[config.mk]
export PLATFORM = sky130hd
export DESIGN_NAME = uart_rx_fifo_flat
export DESIGN_NICKNAME = d
export VERILOG_FILES = /design/src/rtl/uart_rx_fifo_if.sv /design/src/rtl/uart_rx_fifo.sv /design/src/flat_wrapper.sv
export SDC_FILE = /design/constraint.sdc
export NUM_CORES = 1
export LEC_CHECK = 0
export CAP_MARGIN = 10
export CELL_PAD_IN_SITES_DETAIL_PLACEMENT = 1
export CELL_PAD_IN_SITES_GLOBAL_PLACEMENT = 2
export CORE_ASPECT_RATIO = 0.8
export CORE_MARGIN = 2
export CORE_UTILIZATION = 35
export DETAILED_ROUTE_END_ITERATION = 8
export GPL_TIMING_DRIVEN = 0
export PLACE_DENSITY = 0.68
export SYNTH_ARGS = -nofsm -noshare
export SYNTH_HDL_FRONTEND = slang
export SYNTH_SLANG_ARGS = --single-unit
[constraint.sdc]
create_clock -name clk -period 4.37 [get_ports clk]
set_clock_uncertainty 0.1 [all_clocks]
set_input_delay 0.6555 -clock clk [delete_from_list [all_inputs] [get_ports clk]]
set_output_delay 0.6555 -clock clk [all_outputs]
set_load 0.01 [all_outputs]
[src/rtl/uart_rx_fifo_if.sv]
// uart_rx_fifo_if
//   Bundles the byte-stream and status signals between a UART receiver /
//   consumer pair and the receive FIFO.
//
//   Write side : wr_data, wr_valid
//   Read side  : rd_en, rd_data, rd_valid
//   Control    : clr_flags
//   Status     : empty, full, almost_full, count, overflow, underflow
//
//   Modports:
//     master - the environment side. It drives the writes, pops and
//              clr_flags, and observes the data and status.
//     slave  - the FIFO side.
interface uart_rx_fifo_if #(
   parameter int AW = 4
);
   logic [7:0]  wr_data;
   logic        wr_valid;
   logic        rd_en;
   logic        clr_flags;
   logic [7:0]  rd_data;
   logic        rd_valid;
   logic        empty;
   logic        full;
   logic        almost_full;
   logic [AW:0] count;
   logic        overflow;
   logic        underflow;

   modport master (
      output wr_data, wr_valid, rd_en, clr_flags,
      input  rd_data, rd_valid, empty, full, almost_full, count,
             overflow, underflow
   );

   modport slave (
      input  wr_data, wr_valid, rd_en, clr_flags,
      output rd_data, rd_valid, empty, full, almost_full, count,
             overflow, underflow
   );
endinterface

[src/rtl/uart_rx_fifo.sv]
// uart_rx_fifo
//   Byte FIFO that sits between a UART receiver and its consumer, such as
//   an LED controller or a host. The receiver strobes one byte per
//   wr_valid pulse. The consumer pops bytes with rd_en, and each accepted
//   pop returns its byte on rd_data one cycle later, qualified by a
//   one-cycle rd_valid strobe.
//
//   Ports:
//     clk    - system clock; all logic is rising-edge
//     reset  - synchronous, active-low reset
//     bus    - uart_rx_fifo_if slave modport:
//                wr_data/wr_valid       byte in, one byte per strobe
//                rd_en                  pop request
//                clr_flags              clears the sticky overflow/underflow flags
//                rd_data/rd_valid       popped byte, registered, latency 1
//                empty/full/almost_full registered occupancy flags
//                count                  entries stored, 0..DEPTH
//                overflow/underflow     sticky error flags
//
//   Parameters:
//     DEPTH     - number of entries (a power of two, 4..256)
//     AW        - pointer width, log2(DEPTH)
//     AFULL_LVL - count at or above which almost_full asserts
module uart_rx_fifo #(
   parameter int DEPTH     = 16,
   parameter int AW        = 4,
   parameter int AFULL_LVL = 12
) (
   input  logic            clk,
   input  logic            reset,
   uart_rx_fifo_if.slave   bus
);

   localparam logic [AW:0] DEPTH_CNT = (AW+1)'(DEPTH);
   localparam logic [AW:0] AFULL_CNT = (AW+1)'(AFULL_LVL);

   logic [7:0]  mem [DEPTH];
   logic [AW-1:0] wp;
   logic [AW-1:0] rp;
   logic [AW:0] count_q;
   logic [AW:0] count_next;
   logic        empty_q;
   logic        full_q;
   logic        afull_q;
   logic        rd_valid_q;
   logic [7:0]  rd_data_q;
   logic        overflow_q;
   logic        underflow_q;

   logic        wr_accept;
   logic        rd_accept;
   logic        wr_drop;
   logic        rd_reject;

   // Accept and reject decisions use the registered flags, which reflect
   // the count before the edge. A write and a read in the same cycle on a
   // full FIFO therefore pop one byte and drop the write. On an empty FIFO
   // they store the write and reject the read.
   always_comb begin
      wr_accept = bus.wr_valid && !full_q;
      rd_accept = bus.rd_en && !empty_q;
      wr_drop   = bus.wr_valid && full_q;
      rd_reject = bus.rd_en && empty_q;
   end

   // Work out the next occupancy up front. The registered flags can then
   // be loaded from the same value as count and always agree with it.
   always_comb begin
      count_next = count_q;
      if (wr_accept && !rd_accept) begin
         count_next = count_q + 1'b1;
      end else if (rd_accept && !wr_accept) begin
         count_next = count_q - 1'b1;
      end
   end

   // The storage array has no reset. After a reset the pointers make any
   // old contents unreachable. The write is still gated by reset so that a
   // strobe that arrives during reset leaves no trace.
   always_ff @(posedge clk) begin
      if (reset && wr_accept) begin
         mem[wp] <= bus.wr_data;
      end
   end

   // Pointers, occupancy, read port and sticky flags. A new overflow or
   // underflow event in the same cycle as clr_flags takes priority, so the
   // flag stays set.
   always_ff @(posedge clk) begin
      if (!reset) begin
         wp          <= '0;
         rp          <= '0;
         count_q     <= '0;
         empty_q     <= 1'b1;
         full_q      <= 1'b0;
         afull_q     <= 1'b0;
         rd_valid_q  <= 1'b0;
         rd_data_q   <= 8'h00;
         overflow_q  <= 1'b0;
         underflow_q <= 1'b0;
      end else begin
         if (wr_accept) begin
            wp <= wp + 1'b1;
         end
         if (rd_accept) begin
            rp        <= rp + 1'b1;
            rd_data_q <= mem[rp];
         end
         rd_valid_q  <= rd_accept;
         count_q     <= count_next;
         empty_q     <= (count_next == '0);
         full_q      <= (count_next == DEPTH_CNT);
         afull_q     <= (count_next >= AFULL_CNT);
         overflow_q  <= wr_drop || (overflow_q && !bus.clr_flags);
         underflow_q <= rd_reject || (underflow_q && !bus.clr_flags);
      end
   end

   assign bus.rd_data     = rd_data_q;
   assign bus.rd_valid    = rd_valid_q;
   assign bus.empty       = empty_q;
   assign bus.full        = full_q;
   assign bus.almost_full = afull_q;
   assign bus.count       = count_q;
   assign bus.overflow    = overflow_q;
   assign bus.underflow   = underflow_q;

endmodule
[src/flat_wrapper.sv]
// flat-port wrapper written by rule: the top's interface ports become plain ports
module uart_rx_fifo_flat 
#(
   parameter int DEPTH     = 16,
   parameter int AW        = 4,
   parameter int AFULL_LVL = 12
)
  (clk, reset, bus_wr_data, bus_wr_valid, bus_rd_en, bus_clr_flags, bus_rd_data, bus_rd_valid, bus_empty, bus_full, bus_almost_full, bus_count, bus_overflow, bus_underflow);
  uart_rx_fifo_if #(.AW(AW)) bus_i ();
  input  logic clk;
  input  logic reset;
  input wire logic [$bits(bus_i.wr_data)-1:0] bus_wr_data;
  input wire logic [$bits(bus_i.wr_valid)-1:0] bus_wr_valid;
  input wire logic [$bits(bus_i.rd_en)-1:0] bus_rd_en;
  input wire logic [$bits(bus_i.clr_flags)-1:0] bus_clr_flags;
  output wire logic [$bits(bus_i.rd_data)-1:0] bus_rd_data;
  output wire logic [$bits(bus_i.rd_valid)-1:0] bus_rd_valid;
  output wire logic [$bits(bus_i.empty)-1:0] bus_empty;
  output wire logic [$bits(bus_i.full)-1:0] bus_full;
  output wire logic [$bits(bus_i.almost_full)-1:0] bus_almost_full;
  output wire logic [$bits(bus_i.count)-1:0] bus_count;
  output wire logic [$bits(bus_i.overflow)-1:0] bus_overflow;
  output wire logic [$bits(bus_i.underflow)-1:0] bus_underflow;
  assign bus_i.wr_data = bus_wr_data;
  assign bus_i.wr_valid = bus_wr_valid;
  assign bus_i.rd_en = bus_rd_en;
  assign bus_i.clr_flags = bus_clr_flags;
  assign bus_rd_data = bus_i.rd_data;
  assign bus_rd_valid = bus_i.rd_valid;
  assign bus_empty = bus_i.empty;
  assign bus_full = bus_i.full;
  assign bus_almost_full = bus_i.almost_full;
  assign bus_count = bus_i.count;
  assign bus_overflow = bus_i.overflow;
  assign bus_underflow = bus_i.underflow;
  uart_rx_fifo #(.DEPTH(DEPTH), .AW(AW), .AFULL_LVL(AFULL_LVL)) u_core (.clk(clk), .reset(reset), .bus(bus_i));
endmodule
==> impl_metrics.env <==
export IMPL_synth_edf_count=128
export IMPL_syn_avg_cell_area_um2=17.6
export IMPL_hold_start="u_core.bus.rd_data[6]$_SDFFE_PN0P_"
export IMPL_synth_top_area_frac=0.625
export IMPL_hold_path_depth=2
export IMPL_finalWirelength_mm=14.2
export IMPL_die_w_um=152
export IMPL_maxCapViolations=0
export IMPL_yosysWarnings=0
export IMPL_status="finished, final reports clean"
export IMPL_slowest_delay_ns=0.76
export IMPL_rr_startpoint="u_core.rp[1]$_SDFFE_PN0P_"
export IMPL_cts_root_buf="clkbuf_16"
export IMPL_layout_nets=419
export IMPL_finalSetupTns_ns=0
export IMPL_io_pins=32
export IMPL_drive_gt1_frac=0.148
export IMPL_synthCells=349
export IMPL_critPathArrivalTime_ns=2.61
export IMPL_slew_headroom=0.381
export IMPL_r2r_end="u_core.bus.rd_data[0]$_SDFFE_PN0P_"
export IMPL_cts_setup_buffers=0
export IMPL_ys_seq_elements=155
export IMPL_path_clk_slew_ns=0.06
export IMPL_gp_congestion=0.757
export IMPL_core_um2=17300
export IMPL_r2r_setup_slack_ns=1.84
export IMPL_grt_setup_unrepaired="false"
export IMPL_viasPerCell=5.12
export IMPL_hpwl_mm=9.26
export IMPL_drv_slew=0
export IMPL_hold_class="reg -> reg"
export IMPL_power_leakage_uw=0.00241
export IMPL_grt_pass1_wl_mm=21.2
export IMPL_start_kind="input port"
export IMPL_netlist_top_cells_count="edfxtp_1 (128), nor2_1 (37), dfxtp_1 (27)"
export IMPL_grt_pass1_vias=3379
export IMPL_overflow=0
export IMPL_cp_max_fo=10
export IMPL_setup_viol=0
export IMPL_htreeDepth=4
export IMPL_netlist_top_cells_area="edfxtp_1 (62%), dfxtp_1 (8.8%), mux4_1 (7.7%), mux4_2 (5.1%), a22oi_1 (2.3%)"
export IMPL_crit_type="in -> reg"
export IMPL_grt_max_degree=17
export IMPL_synth_most_common_cell="edfxtp_1"
export IMPL_track_usage=0.160
export IMPL_synth_cell_types=40
export IMPL_period_share=0.609
export IMPL_n_antenna_cell=0
export IMPL_crit_path_end_kind="flip-flop"
export IMPL_die_h_um=123
export IMPL_cts_sinks=155
export IMPL_port_buffers=31
export IMPL_p_per_area_nw_per_um2=509
export IMPL_post_route_drc_count=0
export IMPL_min_period_ns=2.66
export IMPL_fmax_mhz=376
export IMPL_antenna_found_initial=0
export IMPL_synth_main_ff_cell="edfxtp_1"
export IMPL_cpMaxStageDelayCell="nor2_1"
export IMPL_clk_latency_ns=0.42
export IMPL_hold_path_end="u_core.bus.rd_data[6]$_SDFFE_PN0P_"
export IMPL_yosysTopAreaCell="edfxtp_1"
export IMPL_dr_pass1_iters=4
export IMPL_cts_buffers=17
export IMPL_wl_per_cell_um=22.2
export IMPL_synthArstFlopShare=0
export IMPL_hold_buffers=0
export IMPL_vias=3261
export IMPL_ff2ff_path_depth=7
export IMPL_synthToLayoutAreaGrowth_pct=19.9
export IMPL_cp_cell_sequence="clkdlybuf4s50_1 > clkbuf_1 > nand3b_1 > nor2_1"
export IMPL_cts_resized=0
export IMPL_cts_buffer_depth=2
export IMPL_syn_cell_area_um2=6150
export IMPL_worst_pin_slew_ns=0.925
export IMPL_drtAntennaViolNets=0
export IMPL_hold_violations=0
export IMPL_final_util=0.427
export IMPL_yosysSeqAreaShare=0.713
export IMPL_cp_required_ns=4.31
export IMPL_ir_drop_v=0.000284
export IMPL_rows=43
export IMPL_start_util=0.356
export IMPL_cts_tree="done"
export IMPL_dr_first_iter_drc_count=249
export IMPL_syn_num_nets=369
export IMPL_die_area_um2=18700
## worst max-delay path, delay by kind of cell
kind / cells / cell delay, ns
buf+inv: 2 / 0.93
simple gates: 2 / 1.02
## through the flow
step                area, um^2  setup WS, ns  power, uW  hold slack [ns]  std cells
floorplan                 6150          2.27       2010            0.381        349
CTS                       7380          1.68       3790            0.400        637
finish                    7380          1.71       3760            0.394        637
global placement          6740          1.31       2190            0.367        605
global route              7380          1.51       3890            0.411        637
detailed placement        6740          1.26       2200            0.387        605
## final cells by class
class	instances	area (um^2)
clock buffers	19	433
inverters	8	30.0
clock inverters	13	199
multi-input cells	168	1620
flip-flops and latches	155	4380
repair buffers	31	310
plain buffers	18	115
fillers	1669	9890
well taps	225	282
## report_power, final
part	internal, uW	switching, uW	leakage [uW]
clock network	1010	581	0.000308
registers	1640	33.1	0.00137
logic	234	258	0.000727
total	2890	872	0.00241
## layout by cell type (no fill, tap or decap), types with 3 or more instances in the layout
master,count
nor2b_1,4
bufinv_16,5
mux4_1,18
xor2_1,4
clkinv_2,4
buf_2,5
edfxtp_1,128
ha_1,7
clkbuf_1,6
nand2b_1,3
inv_1,8
and2_1,4
nand2_1,12
nor2_1,37
a21oi_1,18
clkdlybuf4s50_1,31
clkbuf_16,17
mux4_2,14
xnor2_1,5
dfxtp_1,27
a22oi_1,19
## per-layer routing
layer / up-vias / part of all wire / track usage
met5: - / 0 / 0
met4: 0 / 0.0083 / 0.0409
met3: 10 / 0.039 / 0.0470
met2: 63 / 0.46 / 0.244
met1: 1709 / 0.50 / 0.227
li1: 1479 / - / -
## flip-flops by register name, summed over array words and instances, names as in the netlist, 4 cells and up
| register | flops |
|---|---|
| u_core.bus.rd_data | 8 |
| u_core.rp | 4 |
| u_core.bus.count | 5 |
| u_core.wp | 4 |
| u_core.mem | 128 |
## worst max path at each step
stage	from	endpoint	slack [ns]
after global routing	reset	u_core.mem[8][7]$_DFFE_PP_	1.51
after CTS	reset	u_core.mem[3][3]$_DFFE_PP_	1.68
after floorplan	reset	u_core.mem[0][0]$_DFFE_PP_	2.27
after detailed placement	reset	u_core.mem[11][7]$_DFFE_PP_	1.26
after global placement	reset	u_core.mem[1][6]$_DFFE_PP_	1.31
final	reset	u_core.mem[4][1]$_DFFE_PP_	1.71
## cells by family (layout without fill, tap and decap cells)
| kind of cell | Yosys count | in the layout | synth area share |
|---|---|---|---|
| compound gates | 45 | 45 | 0.0488 |
| xor+xnor | 9 | 9 | 0.0128 |
| fa+ha+maj | 7 | 7 | 0.0142 |
| buf+inv | 26 | 89 | 0.0236 |
| flops | 155 | 155 | 0.713 |
| mux | 32 | 32 | 0.128 |
| simple gates | 75 | 75 | 0.0598 |
(Power assumes the default switching activity.)
